==> src/rtl/mux2x1_arbiter.sv <==
// ---------------------------------------------------------------------------
// mux2x1_arbiter
//
// Two-requester round-robin arbiter in front of a 2:1 multiplexer. Two
// agents request the shared output path. The block grants one agent at a
// time, drives the mux select and registers the selected data together with
// a valid flag.
//
// Optional feature (macro MUX2X1_ARB_HOLD_LIMIT_EN):
//   When defined, an owner loses the grant after MAX_HOLD consecutive cycles
//   if the other side is requesting. When undefined, the hold counter is
//   removed and an owner keeps the grant until it drops its request.
//
// Parameters:
//   WIDTH     data width of I0, I1 and y (>= 1)
//   MAX_HOLD  maximum consecutive grant cycles under contention (>= 1)
//
// Ports:
//   clk        rising-edge clock
//   rst        synchronous, active-high reset
//   req0/req1  requests, held high while the path is needed
//   I0/I1      requester data
//   gnt0/gnt1  registered grants (never both 1)
//   s0         registered mux select (0 -> I0, 1 -> I1)
//   y          registered muxed data
//   y_valid    y carries data from a granted requester
//   state_dbg  current arbiter state (0 idle, 1 own0, 2 own1)
//
// Handshake: reqX is a level request. gntX rises one edge after reqX is
// sampled high and falls on the edge that samples reqX low. Data present
// on the selected input while gntX=1 appears on y, with y_valid=1, one
// edge later.
// ---------------------------------------------------------------------------
module mux2x1_arbiter #(
  parameter int WIDTH    = 1,
  parameter int MAX_HOLD = 4
) (
  input  logic             clk,
  input  logic             rst,
  input  logic             req0,
  input  logic             req1,
  input  logic [WIDTH-1:0] I0,
  input  logic [WIDTH-1:0] I1,
  output logic             gnt0,
  output logic             gnt1,
  output logic             s0,
  output logic [WIDTH-1:0] y,
  output logic             y_valid,
  output logic [1:0]       state_dbg
);

  localparam logic [1:0] ST_IDLE = 2'd0;
  localparam logic [1:0] ST_OWN0 = 2'd1;
  localparam logic [1:0] ST_OWN1 = 2'd2;

  logic [1:0] r_state;
  logic [1:0] w_next_state;
  logic       r_rr_ptr;
  logic       w_next_rr;
  logic       w_hold_expired;
  logic       w_enter_own;

  // Entry into an ownership state happens only when the state changes to a
  // non-idle state; OWNx -> OWNx is a stay, not an entry.
  assign w_enter_own = (w_next_state != r_state) && (w_next_state != ST_IDLE);

`ifdef MUX2X1_ARB_HOLD_LIMIT_EN
  localparam int CW = $clog2(MAX_HOLD + 1);
  logic [CW-1:0] r_hold_cnt;

  assign w_hold_expired = (r_hold_cnt == CW'(MAX_HOLD));

  always_ff @(posedge clk) begin
    if (rst) begin
      r_hold_cnt <= '0;
    end else if (w_enter_own) begin
      r_hold_cnt <= CW'(1);
    end else if ((r_state != ST_IDLE) && !w_hold_expired) begin
      r_hold_cnt <= r_hold_cnt + CW'(1);
    end
  end
`else
  assign w_hold_expired = 1'b0;
`endif

  always_comb begin
    w_next_state = r_state;
    w_next_rr    = r_rr_ptr;
    case (r_state)
      ST_IDLE: begin
        if (req0 && req1) begin
          w_next_state = r_rr_ptr ? ST_OWN1 : ST_OWN0;
        end else if (req0) begin
          w_next_state = ST_OWN0;
        end else if (req1) begin
          w_next_state = ST_OWN1;
        end
      end
      ST_OWN0: begin
        // A release takes priority over hold expiry; both give the same switch.
        if (!req0) begin
          w_next_rr    = 1'b1;
          w_next_state = req1 ? ST_OWN1 : ST_IDLE;
        end else if (req1 && w_hold_expired) begin
          w_next_rr    = 1'b1;
          w_next_state = ST_OWN1;
        end
      end
      ST_OWN1: begin
        if (!req1) begin
          w_next_rr    = 1'b0;
          w_next_state = req0 ? ST_OWN0 : ST_IDLE;
        end else if (req0 && w_hold_expired) begin
          w_next_rr    = 1'b0;
          w_next_state = ST_OWN0;
        end
      end
      default: begin
        w_next_state = ST_IDLE;
      end
    endcase
  end

  always_ff @(posedge clk) begin
    if (rst) begin
      r_state  <= ST_IDLE;
      r_rr_ptr <= 1'b0;
      gnt0     <= 1'b0;
      gnt1     <= 1'b0;
      s0       <= 1'b0;
      y        <= '0;
      y_valid  <= 1'b0;
    end else begin
      r_state  <= w_next_state;
      r_rr_ptr <= w_next_rr;
      gnt0     <= (w_next_state == ST_OWN0);
      gnt1     <= (w_next_state == ST_OWN1);
      // Select only moves on entry to an ownership state; it holds in idle.
      if (w_next_state == ST_OWN0) begin
        s0 <= 1'b0;
      end else if (w_next_state == ST_OWN1) begin
        s0 <= 1'b1;
      end
      // Datapath uses the select and grants as registered before this edge.
      y       <= s0 ? I1 : I0;
      y_valid <= gnt0 | gnt1;
    end
  end

  assign state_dbg = r_state;

endmodule

==> config.mk <==
export PLATFORM = sky130hd
export DESIGN_NAME = mux2x1_arbiter
export DESIGN_NICKNAME = d
export VERILOG_FILES = /design/src/rtl/mux2x1_arbiter.sv
export SDC_FILE = /design/constraint.sdc
export NUM_CORES = 1
export LEC_CHECK = 0
export BUFFER_PORTS_ARGS = -buffer_cell sky130_fd_sc_hd__buf_4
export CAP_MARGIN = 10
export CORE_AREA = 8 8 45 47
export CTS_BUF_LIST = sky130_fd_sc_hd__clkbuf_4
export CTS_CLUSTER_SIZE = 8
export DETAILED_ROUTE_END_ITERATION = 8
export DIE_AREA = 0 0 53 55
export PLACE_DENSITY = 0.46
export SYNTH_ARGS = -nofsm -noshare
export SYNTH_HDL_FRONTEND = slang
export SYNTH_SLANG_ARGS = --single-unit
==> constraint.sdc <==
create_clock -name clk -period 2 [get_ports clk]
set_clock_uncertainty 0.2 [all_clocks]
set_input_delay 0.1 -clock clk [delete_from_list [all_inputs] [get_ports clk]]
set_output_delay 0.1 -clock clk [all_outputs]
set_load 0.01 [all_outputs]
==> results of run 1 <==
-- what timing repair did --
item,4_1_cts,5_1_grt
gates resized for setup,0,0
hold endpoints to repair,8,0
hold buffers,6,0
buffers inserted,0,0
-- power groups by stage --
stage	Combinational [W]	Clock, W	Sequential (W)
after floorplan	0.0000202	0	0.000186
after global placement	0.0000529	0	0.000182
after detailed placement	0.0000546	0	0.000183
after CTS	0.0000649	0.000122	0.000179
after global routing	0.0000699	0.000137	0.000181
final	0.0000634	0.000119	0.000179
-- logic make-up after synthesis --
logic type,Yosys count
DFF,8
AOI/OAI and AO/OA,7
and+or+nand+nor,10
muxes,1
buffers and inverters,1
-- path summary, 6_finish.rpt --
kind / slack [ps] / end / from
max: 210 / s0 / req1
min: 260 / y_valid / gnt0
max reg2reg: 210 / s0 / state_dbg[0]
min reg2reg: 260 / y_valid / gnt0
-- stage by stage --
step                hold WS [ps]  total power [W]
detailed placement           122         0.000237
floorplan                  -33.8         0.000206
global placement             118         0.000235
finish                       257         0.000362
CTS                          263         0.000366
global route                 306         0.000387
-- layout by cell type (no fill, tap or decap), drive strengths merged, types with 2 or more instances in the layout --
cell	count
dfxtp	8
nor2b	2
nor2	6
and3b	2
clkbuf	3
o21ai	2
dlygate4sd3	6
buf	12
-- per-layer routing --
metal,vias to the layer above,track usage,share of wire
met2,11,0.105,0.51
met1,123,0.0457,0.35
met3,2,0.0401,0.12
met5,-,0,0
li1,138,-,-
met4,0,0.0388,0.015
-- state kept, by name (all words and copies together) (netlist names) --
name	flops
gnt1	1
gnt0	1
s0	1
r_rr_ptr	1
y	1
y_valid	1
state_dbg	2
-- critical path, delay by kind of cell --
kind / cells / cell delay (ps)
AOI/OAI and AO/OA: 2 / 370
buffers and inverters: 3 / 1250
-- cell type report --
class                   instances  area, µm²  area share
inverters                       1       3.75     0.00789
multi-input cells              18        119       0.250
flip-flops and latches          8        160       0.337
clock buffers                   3       22.5      0.0474
well taps                      16       20.0      0.0421
repair buffers                 18        150       0.316
==> impl_metrics.yaml, run 1 <==
power_and_ir_drop:
  switching_share: 0.232
  power.internal_w: 0.000278
  p_sw_w: 0.0000841
  seqPwrFrac: 0.495
  pwr-share-comb: 0.175
  ir_worst_vdd_uv: 312
  p_leak_nw: 0.218
  pwr-share-clk: 0.330
  p_per_area_mw_per_mm2: 761
logic_synthesis:
  synth_adder_area_share: 0
  muxShareOfSynthArea: 0.0354
  synth_area_leaders: "dfxtp_1 57%, nor2_1 8.0%, and3b_1 6.2%, a221oi_2 5.3%, mux2i_1 3.5%"
  ys_seq_elements: 8
  syn_area_um2: 283
  synth_common_cells: "8 x dfxtp_1, 6 x nor2_1, 2 x and3b_1"
  synth_compound_area_frac: 0.190
  synthFlopType: "dfxtp_1"
  yosysTopAreaCell: "dfxtp_1"
  syn_inst: 27
  synth_xor_area_frac: 0
  synth-async-reset-ratio: 0
  syn_avg_cell_area_um2: 10.5
  netlist.area_leader.share: 0.566
  synth_warnings: 0
  synth.most_common_cell: "dfxtp_1"
  synth_nets: 33
  synth_cell_types: 14
  synth_seq_area_share: 0.566
  synth_edf_count: 0
  synth_top_family_by_area: "simple AND/OR/NAND/NOR gates"
  synth_simple_gate_area_frac: 0.195
drt:
  drt_pass1_iterations: 1
  antenna_left: 0
  wire_per_inst_um: 11.3
  wirelength_um: 723
  vias_per_cell: 4.28
  drtIter0Drc: 0
  drc_errors: 0
  route.vias.total: 274
floorplanning:
  core_area_mm2: 0.00138
  fp.dieH_um: 55
  die_w_um: 53
  initial_core_util: 0.204
  die-area_mm2: 0.00292
  io_pins: 13
  std_cell_rows: 14
placement:
  pre_cts_slack_ps: 780
  placed_cells: 55
  gp_congestion: 0.734
  numPortBuffers: 12
  place_area_um2: 393
finish:
  diodes: 0
  drive_gt1_frac: 0.354
  fill_cells: 145
  area_delta_synth_final_pct: 68.1
  nets: 56
  design_area_um2: 475
  fin_util: 0.344
  stdcell_count: 64
global_route:
  grt_pass1_vias: 303
  grt_usage: 0.0590
  antenna_found_initial: 0
  overflow: 0
  grt_pass1_wl_mm: 1.25
  grt_max_degree: 9
sta:
  finalCritPeriodShare: 0.897
  slew_viol_final: 0
  maxSlewHeadroom: 0.814
  final-setup-viol-count: 0
  max_freq_mhz: 557
  worst_slew_pin_slew_ps: 280
  rsz0062_at_grt: "no"
  fin_ws_ps: 206
  hold_viol: 0
  fin_tns_setup_ps: 0
  period_needed_ps: 1790
clock_tree:
  h-tree-depth: 1
  clk_pin_slew_ps: 50
  clk_latency_ps: 250
  numCtsBuffers: 3
  clockBufferDepth: 2
  tritoncts: "built"
  cts_sinks: 8
  clockRootBuffer: "clkbuf_4"
critical_path:
  worstRegToRegCells: 4
  cpPeakStageDelay_ps: 580
  arrival_ps: 1720
  path_cells: "dlygate4sd3_1 > buf_4 > o22ai_1 > a221oi_2 > dlygate4sd3_1"
  crit_slowest_cell: "dlygate4sd3_1"
  cp_max_fo: 3
  critPathCaptureType: "flop"
  cp_common_cell: "dlygate4sd3_1"
  crit_type: "primary input to flop"
  required_ps: 1930
  startpoint_type: "primary input"
hold_path:
  hold_class: "flop to flop"
  holdPathStages: 2
status:
  outcome: "complete, no violations"
run:
  maxCapViolCount: 0
Note: power is estimated with default switching activity, not from simulation.
==> run 2, diff against run 1 <==
Settings changed: BUFFER_PORTS_ARGS -buffer_cell sky130_fd_sc_hd__buf_4 to default, DONT_BUFFER_PORTS from default to 1, PLACE_DENSITY 0.46 to 0.37, SLEW_MARGIN from default to 10.
==> run 2 against run 1 <==
Net effect: critical path type is now flop to flop; highest routed layer unchanged; largest cell class unchanged; sequential power rose by 3%; design area decreased by 17%; non-clock buffer count is 11 lower; clock power about the same; sequential cell count is the same; count of clock-buffer cells in the layout unchanged; utilization decreased by 5.8 points; final cell count fell by 17%; sequential share of layout area increased by 6.8 points; combinational power decreased by 37%; worst setup slack lost 94 ps; global-route usage grew 0.55 points.
==> impl_metrics.yaml, run 2 (synthesized netlist as in run 1, its figures left out) <==
critical_path:
  cp_max_fo: 6
  crit_type: "flop to flop"
  worstRegToRegCells: 4
  critPathCaptureType: "flop"
  path_cells: "o21ba_1 > o21ai_1 > a221oi_2 > dlygate4sd3_1"
  required_ps: 1930
  startpoint_type: "flop"
  cpPeakStageDelay_ps: 560
  crit_slowest_cell: "dlygate4sd3_1"
  arrival_ps: 1820
clock_tree:
  cts_sinks: 8
  clockBufferDepth: 2
  clockRootBuffer: "clkbuf_4"
  post_cts_buffers: 0
  clk_pin_slew_ps: 50
  clk_latency_ps: 250
  h-tree-depth: 1
  tritoncts: "built"
  numCtsBuffers: 3
sta:
  rsz0062_at_grt: "no"
  worst_slew_pin_slew_ps: 312
  period_needed_ps: 1890
  finalCritPeriodShare: 0.944
  max_freq_mhz: 529
  fin_tns_setup_ps: 0
  hold_viol: 0
  slew_viol_final: 0
  maxSlewHeadroom: 0.791
  holdWs_ps: 289
  final-setup-viol-count: 0
power_and_ir_drop:
  pwr-share-comb: 0.116
  switching_share: 0.239
  p_per_area_mw_per_mm2: 875
  power.internal_w: 0.000263
  seqPwrFrac: 0.536
  ir_worst_vdd_uv: 208
  pwr-share-clk: 0.348
  p_sw_w: 0.0000826
  p_leak_nw: 0.164
floorplanning:
  die_w_um: 53
  initial_core_util: 0.204
  fp.dieH_um: 55
  io_pins: 13
  core_area_mm2: 0.00138
  die-area_mm2: 0.00292
  std_cell_rows: 14
hold_path:
  holdPathStages: 2
  hold_class: "primary input to flop"
drt:
  vias_per_cell: 4.53
  antenna_left: 0
  wirelength_um: 766
  drtIter0Drc: 2
  drt_pass1_iterations: 2
  drc_errors: 0
  route.vias.total: 240
  wire_per_inst_um: 14.5
placement:
  place_area_um2: 303
  numPortBuffers: 0
  gp_congestion: 0.682
finish:
  area_delta_synth_final_pct: 39.8
  nets: 45
  diodes: 0
  largest_reg_flops: 2
  drive_gt1_frac: 0.135
  design_area_um2: 395
  final_common_cell: "dfxtp_1"
  layout_common_cells: "8 x dfxtp_1, 7 x dlygate4sd3_1, 6 x nor2_1"
global_route:
  overflow: 0
  grt_usage: 0.0645
  grt_pass1_vias: 288
  grt_pass1_wl_mm: 1.36
  grt_max_degree: 9
  antenna_found_initial: 0
run:
  maxCapViolCount: 0
status:
  outcome: "complete, no violations"
-- run 2: cell count changes in the layout (fill, tap and decap cells not counted), sizes merged --
| cell | change |
|---|---|
| buf | -12 |
| dlygate4sd3 | +1 |
-- run 2: final timing paths --
kind                   to  slack (ps)         start
setup / recovery       s0         110  state_dbg[0]
hold / removal         s0         290          req0
setup reg to reg       s0         110  state_dbg[0]
hold reg to reg   y_valid         340          gnt0
-- run 2: what timing repair did --
| action | in CTS | in global routing |
|---|---|---|
| gates resized for setup | 0 | 0 |
| endpoints found under the hold margin | 8 | 0 |
| hold buffers | 7 | 0 |
-- run 2: area by class of cell --
cell class | count | area (µm²)
tap | 16 | 20.0
timing repair buffer | 7 | 70.1
inverter | 1 | 3.75
multi-input combinational | 18 | 119
clock buffer | 3 | 22.5
sequential | 8 | 160
fill | 158 | 988
-- run 2: through the flow --
stage          total power [W]  instances  utilization  setup WS [ps]
2_1_floorplan         0.000206         27            -            806
3_3_place_gp          0.000211         43        0.219            676
3_5_place_dp          0.000213         43        0.219            667
4_1_cts               0.000351         53        0.286            107
5_1_grt               0.000368         53        0.286           21.6
6_report              0.000346         53        0.286            111
-- run 2: power groups by stage --
stage,combinational (W),clock (W),sequential [W]
floorplan,0.0000202,0,0.000186
global placement,0.0000226,0,0.000189
detailed placement,0.0000236,0,0.000189
CTS,0.0000399,0.000125,0.000186
global route,0.0000456,0.000135,0.000188
finish,0.0000401,0.000120,0.000185
-- run 2: worst max-delay path: cells and delay by family (launching register included) --
kind	cells	cell delay, ps
flops	1	450
buf+inv	1	560
compound gates	3	560
-- run 2: per-layer routing --
metal	global-route usage	wire length, µm	vias up
li1	-	-	116
met1	0.0715	329	115
met2	0.0918	361	7
met3	0.0321	69	2
met4	0.0517	6	0
met5	0	0	-
==> run 3, diff against run 2 <==
Settings changed: ABC_AREA from default to 1, PLACE_DENSITY 0.37 to 0.38.
==> run 3 against run 2 <==
Net effect: first-iteration DRC count grew to 3.5 times the previous value; maximum frequency grew 14%; clock power grew 3%; count of clock-buffer cells in the layout is the same; combinational power shrank 3%; largest cell class unchanged.
==> impl_metrics.yaml, run 3 <==
placement:
  place_area_um2: 313
  numPortBuffers: 0
  gp_congestion: 0.691
  placed_cells: 54
  hpwl_um: 533
logic_synthesis:
  synth_edf_count: 0
  syn_avg_cell_area_um2: 7.70
  netlist.area_leader.share: 0.547
  synth_warnings: 0
  synth_area_leaders: "dfxtp_1 55%, nor2_1 9.0%, inv_1 7.7%, nand2_1 7.7%, a21oi_1 5.1%"
  synth_nets: 44
  synth-async-reset-ratio: 0
  syn_area_um2: 293
  yosysTopAreaCell: "dfxtp_1"
  synth_common_cells: "8 x dfxtp_1, 7 x nor2_1, 6 x inv_1, 6 x nand2_1"
  synth.most_common_cell: "dfxtp_1"
  synthFlopType: "dfxtp_1"
  synth_seq_area_share: 0.547
  ys_seq_elements: 8
  syn_inst: 38
  synth_cell_types: 10
global_route:
  grt_usage: 0.0613
  antenna_found_initial: 0
  overflow: 0
  grt_pass1_wl_mm: 1.24
  grt_max_degree: 8
  grt_pass1_vias: 297
critical_path:
  crit_type: "flop to flop"
  cp_common_cell: "nand2_1"
  startpoint_type: "flop"
  crit_slowest_cell: "dlygate4sd3_1"
  required_ps: 1940
  arrival_ps: 1590
  timing.rr.start: "state_dbg[0]"
  cpPeakStageDelay_ps: 550
  crit_start: "state_dbg[0]"
  path_cells: "inv_2 > o21ai_0 > nand2_1 > nand2_1 > dlygate4sd3_1 > nor2_1"
  cp_top_family: "buffers and inverters"
  cp_max_fo: 4
  critPathBufInv: 2
  critPathCaptureType: "flop"
power_and_ir_drop:
  seqPwrFrac: 0.527
  p_per_area_mw_per_mm2: 847
  switching_share: 0.250
  power.internal_w: 0.000257
  p_sw_w: 0.0000857
  p_leak_nw: 0.188
  pwr-share-comb: 0.113
  ir_worst_vdd_uv: 295
  pwr-share-clk: 0.360
finish:
  drive_gt1_frac: 0.146
  fill_cells: 152
  stdcell_count: 64
  nets: 56
  final_common_cell: "dfxtp_1"
  design_area_um2: 405
  largest_reg_flops: 2
  diodes: 0
  layout_common_cells: "8 x dfxtp_1, 7 x nor2_1, 7 x dlygate4sd3_1"
  fin_util: 0.293
  area_delta_synth_final_pct: 38.5
sta:
  final-setup-viol-count: 0
  slew_viol_final: 0
  finalCritPeriodShare: 0.826
  worst_slew_pin_slew_ps: 254
  max_freq_mhz: 606
  fin_tns_setup_ps: 0
  maxSlewHeadroom: 0.830
  period_needed_ps: 1650
  hold_viol: 0
  rsz0062_at_grt: "no"
drt:
  route.vias.total: 267
  wire_per_inst_um: 10.7
  antenna_left: 0
  drc_errors: 0
  wirelength_um: 687
  drt_pass1_iterations: 4
  vias_per_cell: 4.17
  drtIter0Drc: 7
clock_tree:
  numCtsBuffers: 3
  clk_latency_ps: 250
  cts_hold_buf: 7
  clockBufferDepth: 2
  h-tree-depth: 1
  tritoncts: "built"
  cts_sinks: 8
  cts_resized: 0
  post_cts_buffers: 0
  clk_pin_slew_ps: 50
  clockRootBuffer: "clkbuf_4"
floorplanning:
  die-area_mm2: 0.00292
  std_cell_rows: 14
  io_pins: 13
  die_w_um: 53
  initial_core_util: 0.212
  core_area_mm2: 0.00138
  fp.dieH_um: 55
status:
  outcome: "complete, no violations"
run:
  maxCapViolCount: 0
hold_path:
  hold_class: "flop to flop"
  hp-start: "r_rr_ptr"
-- run 3: final timing paths --
kind	endpoint	slack (ps)	cells past startpoint
hold / removal	r_rr_ptr	300	2
setup / recovery	gnt1	350	6
setup reg to reg	gnt1	350	6
hold reg to reg	r_rr_ptr	300	2
-- run 3: power groups by stage --
stage | registers, W | logic, W | clock network, W
after CTS | 0.000181 | 0.0000393 | 0.000130
after floorplan | 0.000182 | 0.0000206 | 0
after detailed placement | 0.000185 | 0.0000247 | 0
after global placement | 0.000185 | 0.0000236 | 0
final | 0.000181 | 0.0000387 | 0.000124
after global routing | 0.000182 | 0.0000448 | 0.000141
-- run 3: worst min-delay path: cells and delay by family, from the launching register on --
kind           cells  cell delay [ps]
AO/OA/AOI/OAI      2              130
flip-flops         1              320
-- run 3: layer usage --
metal / global-route usage / routed length (µm) / up-vias
met5: 0 / 0 / -
met4: 0.0388 / 0 / 0
met3: 0.0722 / 110 / 0
met2: 0.0879 / 319 / 12
met1: 0.0473 / 256 / 118
li1: - / - / 137
-- run 3: layout make-up --
type | count | area, µm² | area share
Clock buffer | 3 | 22.5 | 0.0556
Tap cell | 16 | 20.0 | 0.0494
Multi-Input combinational cell | 23 | 106 | 0.262
Timing Repair Buffer | 7 | 70.1 | 0.173
Inverter | 7 | 26.3 | 0.0648
Sequential cell | 8 | 160 | 0.395
-- run 3: logic make-up (layout without fill, tap and decap cells) --
logic type,after synthesis,in the layout,synth area share
buffers and inverters,7,17,0.0897
flip-flops,8,8,0.547
AO/OA/AOI/OAI,6,6,0.103
AND/OR/NAND/NOR,17,17,0.261
-- run 3: per-stage QoR --
| stage | setup slack [ps] | hold WS (ps) | power [W] |
|---|---|---|---|
| floorplan | 940 | -30.9 | 0.000203 |
| global placement | 850 | -29.5 | 0.000208 |
| detailed placement | 824 | -24.6 | 0.000209 |
| CTS | 341 | 302 | 0.000351 |
| global route | 232 | 344 | 0.000368 |
| finish | 349 | 302 | 0.000343 |
